**src/rtl/hdr_seq_pkg.sv**
```systemverilog
// hdr_seq_pkg
// Shared definitions for the HDR-mode sequencer: the FSM state encoding,
// the default engine indices, the regfile special addresses and the mode
// code that means "stay in HDR after this transaction".
package hdr_seq_pkg;

    typedef enum logic [2:0] {
        ST_IDLE  = 3'd0,
        ST_RUN   = 3'd1,
        ST_DUMMY = 3'd2,
        ST_NEXT  = 3'd3,
        ST_DONE  = 3'd4
    } hdr_state_t;

    localparam int DDR_ENG_IDX    = 0;
    localparam int CCC_ENG_IDX    = 1;
    localparam int DEF_IDLE_ADDR  = 1000;
    localparam int DEF_DUMMY_ADDR = 450;
    localparam int DEF_HDR_MODE   = 6;

endpackage

```
**src/rtl/hdr_seq_watchdog.sv**
```systemverilog
// hdr_seq_watchdog
// Per-transaction cycle counter. It counts while 'enable' is high, restarts
// from zero on 'clear', and flags 'expire' in the cycle whose count (including
// that cycle) reaches 'limit'. A limit of zero never expires.
// Ports:
//   clk, rst  : clock and asynchronous active-high reset
//   clear     : restart the count (state entry)
//   enable    : count this cycle
//   limit     : expiry threshold, 0 = disabled
//   expire    : combinational expiry flag for the current cycle
module hdr_seq_watchdog #(
    parameter int TMO_W = 16
) (
    input  logic             clk,
    input  logic             rst,
    input  logic             clear,
    input  logic             enable,
    input  logic [TMO_W-1:0] limit,
    output logic             expire
);

    logic [TMO_W-1:0] count;
    logic [TMO_W:0]   count_inc;

    always_ff @(posedge clk or posedge rst) begin
        if (rst) begin
            count <= '0;
        end else if (clear) begin
            count <= '0;
        end else if (enable) begin
            count <= count + 1'b1;
        end
    end

    // count holds the cycles already spent, so the current cycle is count+1;
    // the extra bit keeps the compare exact when count is all ones.
    assign count_inc = {1'b0, count} + {{TMO_W{1'b0}}, 1'b1};
    assign expire    = enable && (limit != '0) && (count_inc == {1'b0, limit});

endmodule

```
**src/rtl/hdr_mode_sequencer.sv**
```systemverilog
// hdr_mode_sequencer
// Sits between the I3C engine and the HDR sub-engines. Accepts commands
// (engine, TOC, mode) over valid/ready, enables one sub-engine at a time,
// drives the shared datapath mux select, inserts a dummy CCC frame when a
// restart leaves the CCC engine, and bounds each transaction with a watchdog.
// Ports:
//   i_sys_clk, i_sys_rst   : clock, asynchronous active-high reset
//   i_hdr_en               : enable from the I3C engine, low forces IDLE
//   i_cmd_valid/o_cmd_ready: command handshake
//   i_cmd_eng/toc/mode     : command fields
//   i_tmo_cycles           : watchdog limit, 0 disables
//   i_eng_done             : per-engine done pulses
//   o_eng_en               : one-hot engine enable
//   o_mux_sel              : shared datapath mux select
//   o_regf_addr_special    : regfile special address (dummy CCC value or idle)
//   o_hdr_done             : HDR exit pulse
//   o_timeout, o_cmd_err   : exit cause pulses, coincident with o_hdr_done
module hdr_mode_sequencer
    import hdr_seq_pkg::*;
#(
    parameter int NUM_ENG    = 2,
    parameter int SEL_W      = $clog2(NUM_ENG),
    parameter int CCC_IDX    = CCC_ENG_IDX,
    parameter int ADDR_W     = 12,
    parameter int IDLE_ADDR  = DEF_IDLE_ADDR,
    parameter int DUMMY_ADDR = DEF_DUMMY_ADDR,
    parameter int HDR_MODE   = DEF_HDR_MODE,
    parameter int TMO_W      = 16
) (
    input  logic               i_sys_clk,
    input  logic               i_sys_rst,
    input  logic               i_hdr_en,
    input  logic               i_cmd_valid,
    output logic               o_cmd_ready,
    input  logic [SEL_W-1:0]   i_cmd_eng,
    input  logic               i_cmd_toc,
    input  logic [2:0]         i_cmd_mode,
    input  logic [TMO_W-1:0]   i_tmo_cycles,
    input  logic [NUM_ENG-1:0] i_eng_done,
    output logic [NUM_ENG-1:0] o_eng_en,
    output logic [SEL_W-1:0]   o_mux_sel,
    output logic [ADDR_W-1:0]  o_regf_addr_special,
    output logic               o_hdr_done,
    output logic               o_timeout,
    output logic               o_cmd_err
);

    localparam logic [SEL_W-1:0]  CCC_SEL = SEL_W'(CCC_IDX);
    localparam logic [ADDR_W-1:0] IDLE_A  = ADDR_W'(IDLE_ADDR);
    localparam logic [ADDR_W-1:0] DUMMY_A = ADDR_W'(DUMMY_ADDR);
    localparam logic [2:0]        HDR_M   = 3'(HDR_MODE);

    hdr_state_t state, state_nx;

    logic [SEL_W-1:0]   cur_eng, cur_eng_nx, pend_eng, pend_eng_nx;
    logic               cur_toc, cur_toc_nx, pend_toc, pend_toc_nx;
    logic [2:0]         cur_mode, cur_mode_nx, pend_mode, pend_mode_nx;
    logic               timeout_nx, cmd_err_nx;
    logic [NUM_ENG-1:0] eng_en_nx;
    logic [SEL_W-1:0]   mux_sel_nx;
    logic [ADDR_W-1:0]  regf_nx;
    logic               accept, cmd_legal, cur_done, ccc_done, exit_req;
    logic               wd_run, wd_clear, wd_expire;

    function automatic logic [NUM_ENG-1:0] onehot(input logic [SEL_W-1:0] idx);
        return NUM_ENG'(1) << idx;
    endfunction

    // Widened compare so a non-power-of-two engine count is checked exactly.
    function automatic logic is_legal(input logic [SEL_W-1:0] idx);
        return 32'(idx) < 32'(NUM_ENG);
    endfunction

    assign o_cmd_ready = i_hdr_en && ((state == ST_IDLE) || (state == ST_NEXT));
    assign accept      = o_cmd_ready && i_cmd_valid;
    assign cmd_legal   = is_legal(i_cmd_eng);
    // Masking with the one-hot ignores done pulses from other engines.
    assign cur_done    = |(i_eng_done & onehot(cur_eng));
    assign ccc_done    = |(i_eng_done & onehot(CCC_SEL));
    assign exit_req    = cur_toc || (cur_mode != HDR_M);

    assign wd_run   = (state == ST_RUN) || (state == ST_DUMMY);
    assign wd_clear = (state_nx != state);

    hdr_seq_watchdog #(
        .TMO_W (TMO_W)
    ) u_watchdog (
        .clk    (i_sys_clk),
        .rst    (i_sys_rst),
        .clear  (wd_clear),
        .enable (wd_run),
        .limit  (i_tmo_cycles),
        .expire (wd_expire)
    );

    // Next-state logic plus next values for the registered outputs. The
    // outputs are derived from the next state so that enable and mux select
    // change together on the cycle right after an accept.
    always_comb begin
        state_nx     = state;
        cur_eng_nx   = cur_eng;
        cur_toc_nx   = cur_toc;
        cur_mode_nx  = cur_mode;
        pend_eng_nx  = pend_eng;
        pend_toc_nx  = pend_toc;
        pend_mode_nx = pend_mode;
        timeout_nx   = 1'b0;
        cmd_err_nx   = 1'b0;
        eng_en_nx    = '0;
        mux_sel_nx   = o_mux_sel;
        regf_nx      = IDLE_A;

        if (!i_hdr_en) begin
            state_nx = ST_IDLE;
        end else begin
            case (state)
                ST_IDLE: begin
                    if (accept) begin
                        cur_eng_nx  = i_cmd_eng;
                        cur_toc_nx  = i_cmd_toc;
                        cur_mode_nx = i_cmd_mode;
                        state_nx    = cmd_legal ? ST_RUN : ST_DONE;
                        cmd_err_nx  = !cmd_legal;
                    end
                end
                ST_RUN: begin
                    // A done in the expiry cycle counts as normal completion.
                    if (cur_done) begin
                        state_nx = exit_req ? ST_DONE : ST_NEXT;
                    end else if (wd_expire) begin
                        state_nx   = ST_DONE;
                        timeout_nx = 1'b1;
                    end
                end
                ST_NEXT: begin
                    if (accept) begin
                        if (!cmd_legal) begin
                            state_nx   = ST_DONE;
                            cmd_err_nx = 1'b1;
                        end else if ((cur_eng == CCC_SEL) && (i_cmd_eng != CCC_SEL)) begin
                            // Leaving CCC: park the new command until the
                            // dummy CCC frame has gone out.
                            pend_eng_nx  = i_cmd_eng;
                            pend_toc_nx  = i_cmd_toc;
                            pend_mode_nx = i_cmd_mode;
                            state_nx     = ST_DUMMY;
                        end else begin
                            cur_eng_nx  = i_cmd_eng;
                            cur_toc_nx  = i_cmd_toc;
                            cur_mode_nx = i_cmd_mode;
                            state_nx    = ST_RUN;
                        end
                    end
                end
                ST_DUMMY: begin
                    if (ccc_done) begin
                        cur_eng_nx  = pend_eng;
                        cur_toc_nx  = pend_toc;
                        cur_mode_nx = pend_mode;
                        state_nx    = ST_RUN;
                    end else if (wd_expire) begin
                        state_nx   = ST_DONE;
                        timeout_nx = 1'b1;
                    end
                end
                ST_DONE: begin
                    state_nx = ST_IDLE;
                end
                default: begin
                    state_nx = ST_IDLE;
                end
            endcase
        end

        case (state_nx)
            ST_RUN: begin
                eng_en_nx  = onehot(cur_eng_nx);
                mux_sel_nx = cur_eng_nx;
            end
            ST_DUMMY: begin
                eng_en_nx  = onehot(CCC_SEL);
                mux_sel_nx = CCC_SEL;
                regf_nx    = DUMMY_A;
            end
            ST_NEXT: begin
                mux_sel_nx = cur_eng_nx;
            end
            default: begin
            end
        endcase
    end

    always_ff @(posedge i_sys_clk or posedge i_sys_rst) begin
        if (i_sys_rst) begin
            state               <= ST_IDLE;
            cur_eng             <= '0;
            cur_toc             <= 1'b0;
            cur_mode            <= '0;
            pend_eng            <= '0;
            pend_toc            <= 1'b0;
            pend_mode           <= '0;
            o_eng_en            <= '0;
            o_mux_sel           <= '0;
            o_regf_addr_special <= IDLE_A;
            o_hdr_done          <= 1'b0;
            o_timeout           <= 1'b0;
            o_cmd_err           <= 1'b0;
        end else begin
            state               <= state_nx;
            cur_eng             <= cur_eng_nx;
            cur_toc             <= cur_toc_nx;
            cur_mode            <= cur_mode_nx;
            pend_eng            <= pend_eng_nx;
            pend_toc            <= pend_toc_nx;
            pend_mode           <= pend_mode_nx;
            o_eng_en            <= eng_en_nx;
            o_mux_sel           <= mux_sel_nx;
            o_regf_addr_special <= regf_nx;
            o_hdr_done          <= (state_nx == ST_DONE);
            o_timeout           <= timeout_nx;
            o_cmd_err           <= cmd_err_nx;
        end
    end

endmodule

```
**config.mk**
```make
export PLATFORM = sky130hd
export DESIGN_NAME = hdr_mode_sequencer
export DESIGN_NICKNAME = d
export VERILOG_FILES = /design/src/rtl/hdr_seq_pkg.sv /design/src/rtl/hdr_seq_watchdog.sv /design/src/rtl/hdr_mode_sequencer.sv
export SDC_FILE = /design/constraint.sdc
export NUM_CORES = 1
export LEC_CHECK = 0
export ABC_CLOCK_PERIOD_IN_PS = 2600
export CELL_PAD_IN_SITES_DETAIL_PLACEMENT = 1
export CELL_PAD_IN_SITES_GLOBAL_PLACEMENT = 1
export CORE_MARGIN = 3
export CORE_UTILIZATION = 28
export CTS_CLUSTER_SIZE = 16
export DETAILED_ROUTE_END_ITERATION = 8
export GPL_ROUTABILITY_DRIVEN = 1
export GPL_TIMING_DRIVEN = 0
export PLACE_DENSITY = 0.69
export SYNTH_ARGS = -nofsm -noshare
export SYNTH_HDL_FRONTEND = slang
export SYNTH_SLANG_ARGS = --single-unit
```
**constraint.sdc**
```tcl
create_clock -name i_sys_clk -period 2.6 [get_ports i_sys_clk]
set_clock_uncertainty 0.05 [all_clocks]
set_input_delay 0.39 -clock i_sys_clk [delete_from_list [all_inputs] [get_ports i_sys_clk]]
set_output_delay 0.39 -clock i_sys_clk [all_outputs]
set_load 0.02 [all_outputs]
```
==> results.json <==
{
  "timing.final.ws_setup_ns": -0.237,
  "max_cap_viol_count": 0,
  "post_route_cells_drive_above_1_share_pct": 25.9,
  "synth_top_area_cell": "dfrtp_1",
  "grt_overflow_total": 0,
  "final_util_pct": 40.5,
  "avgSynthCellArea_um2": 8.77,
  "via_count": 2429,
  "grt_antenna_before_repair": 0,
  "io_buffers": 36,
  "ys_ff_latch": 36,
  "drv_slew": 0,
  "start_util_pct": 29.6,
  "wirelength_um": 7760,
  "status": "complete, but fails checks",
  "grt_pass1_wl_um": 12600,
  "ys_dominant_reg_cell": "dfrtp_1",
  "violations": "setup timing",
  "post-place-ws_ns": -0.813,
  "cp-end-kind": "register",
  "synth-edff-count": 0,
  "grt_pass1_vias": 2558,
  "core_um2": 8930,
  "finalSetupViolCount": 26,
  "hp-class": "register to register",
  "n_fill_cell": 1038,
  "io_pins": 46,
  "max_stage_delay_ns": 0.54,
  "synthTopCellsByArea": "dfrtp_1 (33%), xnor2_1 (7.0%), nor2_1 (5.0%)",
  "ctsHtreeMaxLevel": 2,
  "first_pass_iters": 4,
  "routedWlPerCell_um": 16.5,
  "ir_worst_vdd_mv": 0.204,
  "cts_root_buffer": "clkbuf_8",
  "synth_cells": 301,
  "async_reset_ff_share_pct": 100,
  "die_w_um": 103,
  "period_needed_ns": 2.84,
  "viasPerCell": 5.16,
  "worstMarginPinSlew_ns": 0.804,
  "rows": 34,
  "ant_nets": 0,
  "crit_required_ns": 2.74,
  "track_usage_pct": 14.8,
  "postCtsHoldBufs": 0,
  "crit_arrival_ns": 2.98,
  "die_h_um": 103,
  "worstPathCellList": "ha_4 -> xor2_2 -> nor4_2 -> nand4_1 -> or4_4 -> a2111oi_4 -> and4_1 -> o22a_4 -> clkbuf_16 -> nor2_1",
  "power_density_nw_per_um2": 504,
  "cts.sinks": 36,
  "max_freq_ghz": 0.353,
  "synth_top_cell_area_share_pct": 33.2,
  "power_mw": 1.82,
  "clkTransAtPathRegs_ns": 0.09,
  "nets": 390,
  "rsz0062_at_grt": "true",
  "cp.buffers_inverters": 1,
  "mostFrequentLayoutCells": "clkdlybuf4s50_1 (34), nand2_1 (32), dfrtp_1 (31)",
  "drc_errors": 0,
  "die_area_um2": 10600,
  "fin_crit_sh_pct": 109,
  "cts_inserted_buffers": 5,
  "yosysWarningCount": 0,
  "startpoint_type": "register",
  "grt_max_degree": 37,
  "cp_max_fo": 5,
  "finalHoldViolations": 0,
  "clockBufferDepth": 2,
  "synthDistinctLibCells": 65,
  "cts_tree": "yes",
  "drt_iter0_drc": 82,
  "critPathKind": "register to register",
  "p_leak_nw": 1.49,
  "dp_hpwl_um": 5400,
  "final_common_cell": "clkdlybuf4s50_1",
  "critPathTopFamily": "simple AND/OR/NAND/NOR gates",
  "n_antenna_cell": 0,
  "seq_area_frac_synth_pct": 34.2,
  "netlist_area_um2": 2640,
  "synthToLayoutAreaGrowth_pct": 37.0,
  "clk_latency_ns": 0.30,
  "slowest_stage": "or4_4",
  "max_slew_margin_pct": 46.3,
  "gp_congestion": 0.931
}
-- layout make-up --
| type | count | area (µm²) | area share [%] |
|---|---|---|---|
| well taps | 108 | 135 | 3.74 |
| inverters | 10 | 37.5 | 1.04 |
| flip-flops and latches | 36 | 907 | 25.1 |
| repair buffers | 50 | 495 | 13.7 |
| clock buffers | 5 | 68.8 | 1.90 |
| multi-input cells | 241 | 1790 | 49.6 |
| plain buffers | 18 | 138 | 3.80 |
| clock inverters | 3 | 42.5 | 1.18 |
-- repair_timing --
action                     4_1_cts  5_1_grt
cloned                           0        1
pin swaps                        8        8
buffers inserted                 6        7
resized for setup               29       24
setup endpoints to repair       29       27
-- logic make-up (layout without fill, tap and decap cells) --
group | count (synthesis) | count (layout) | share of synthesized area, %
xor gates and xnor gates | 35 | 35 | 12.5
and+or+nand+nor | 137 | 137 | 27.2
other | 2 | 9 | 0.284
AOI/OAI and AO/OA | 45 | 45 | 13.2
muxes | 14 | 14 | 5.55
buffers and inverters | 31 | 86 | 6.68
DFF | 36 | 36 | 34.2
adders and majority gates | 1 | 1 | 0.474
-- cells in the mapped netlist, types with 8 or more instances --
master,number
a21oi_1,9
buf_4,11
dfrtp_1,35
inv_1,10
mux2i_1,9
nand2_1,32
nand3_1,12
nor2_1,35
nor3_1,8
nor4_1,8
o21ai_0,10
xnor2_1,21
xor2_1,12
-- state kept, by name, summed over array words and instances (netlist names), 2 cells and up --
name,cells
u_watchdog.count,16
cur_mode,3
pend_mode,3
state,3
o_eng_en,2
o_regf_addr_special,2
-- stage by stage --
stage          cell area, µm²  setup TNS [ns]  hold WS [ns]  cells
6_report                 3620           -4.43         0.463    471
5_1_grt                  3620           -7.31         0.496    471
4_1_cts                  3450           -4.38         0.471    466
3_5_place_dp             3180          -18.55         0.455    452
3_3_place_gp             3180          -18.65         0.436    452
2_1_floorplan            2680          -0.399         0.414    308
-- report_power, final --
part | switching (mW) | internal [mW] | leakage (nW)
Sequential | 0.0554 | 0.619 | 0.476
Clock | 0.233 | 0.284 | 0.0541
Combinational | 0.335 | 0.296 | 0.963
-- metal layers --
| layer | part of all wire (%) | GRT usage, % | up-vias |
|---|---|---|---|
| met5 | 0 | 0 | - |
| met4 | 1.6 | 4.38 | 0 |
| met3 | 3.9 | 1.56 | 11 |
| met2 | 51 | 25.5 | 59 |
| met1 | 43 | 19.6 | 1206 |
| li1 | - | - | 1153 |
-- path summary, 6_finish.rpt --
| path | start | endpoint | slack (ns) | depth (start not counted) |
|---|---|---|---|---|
| max | u_watchdog.count[1] | u_watchdog.count[4] | -0.24 | 10 |
| min | pend_mode[2] | pend_mode[2] | 0.46 | 1 |
| max reg2reg | u_watchdog.count[1] | u_watchdog.count[4] | -0.24 | 10 |
| min reg2reg | pend_mode[2] | pend_mode[2] | 0.46 | 1 |
| max in group asynchronous | i_sys_rst | u_watchdog.count[3] | 1.43 | 2 |
| min in group asynchronous | i_sys_rst | cur_mode[2] | 0.51 | 2 |
No activity file was read; power rests on OpenSTA's default activity.
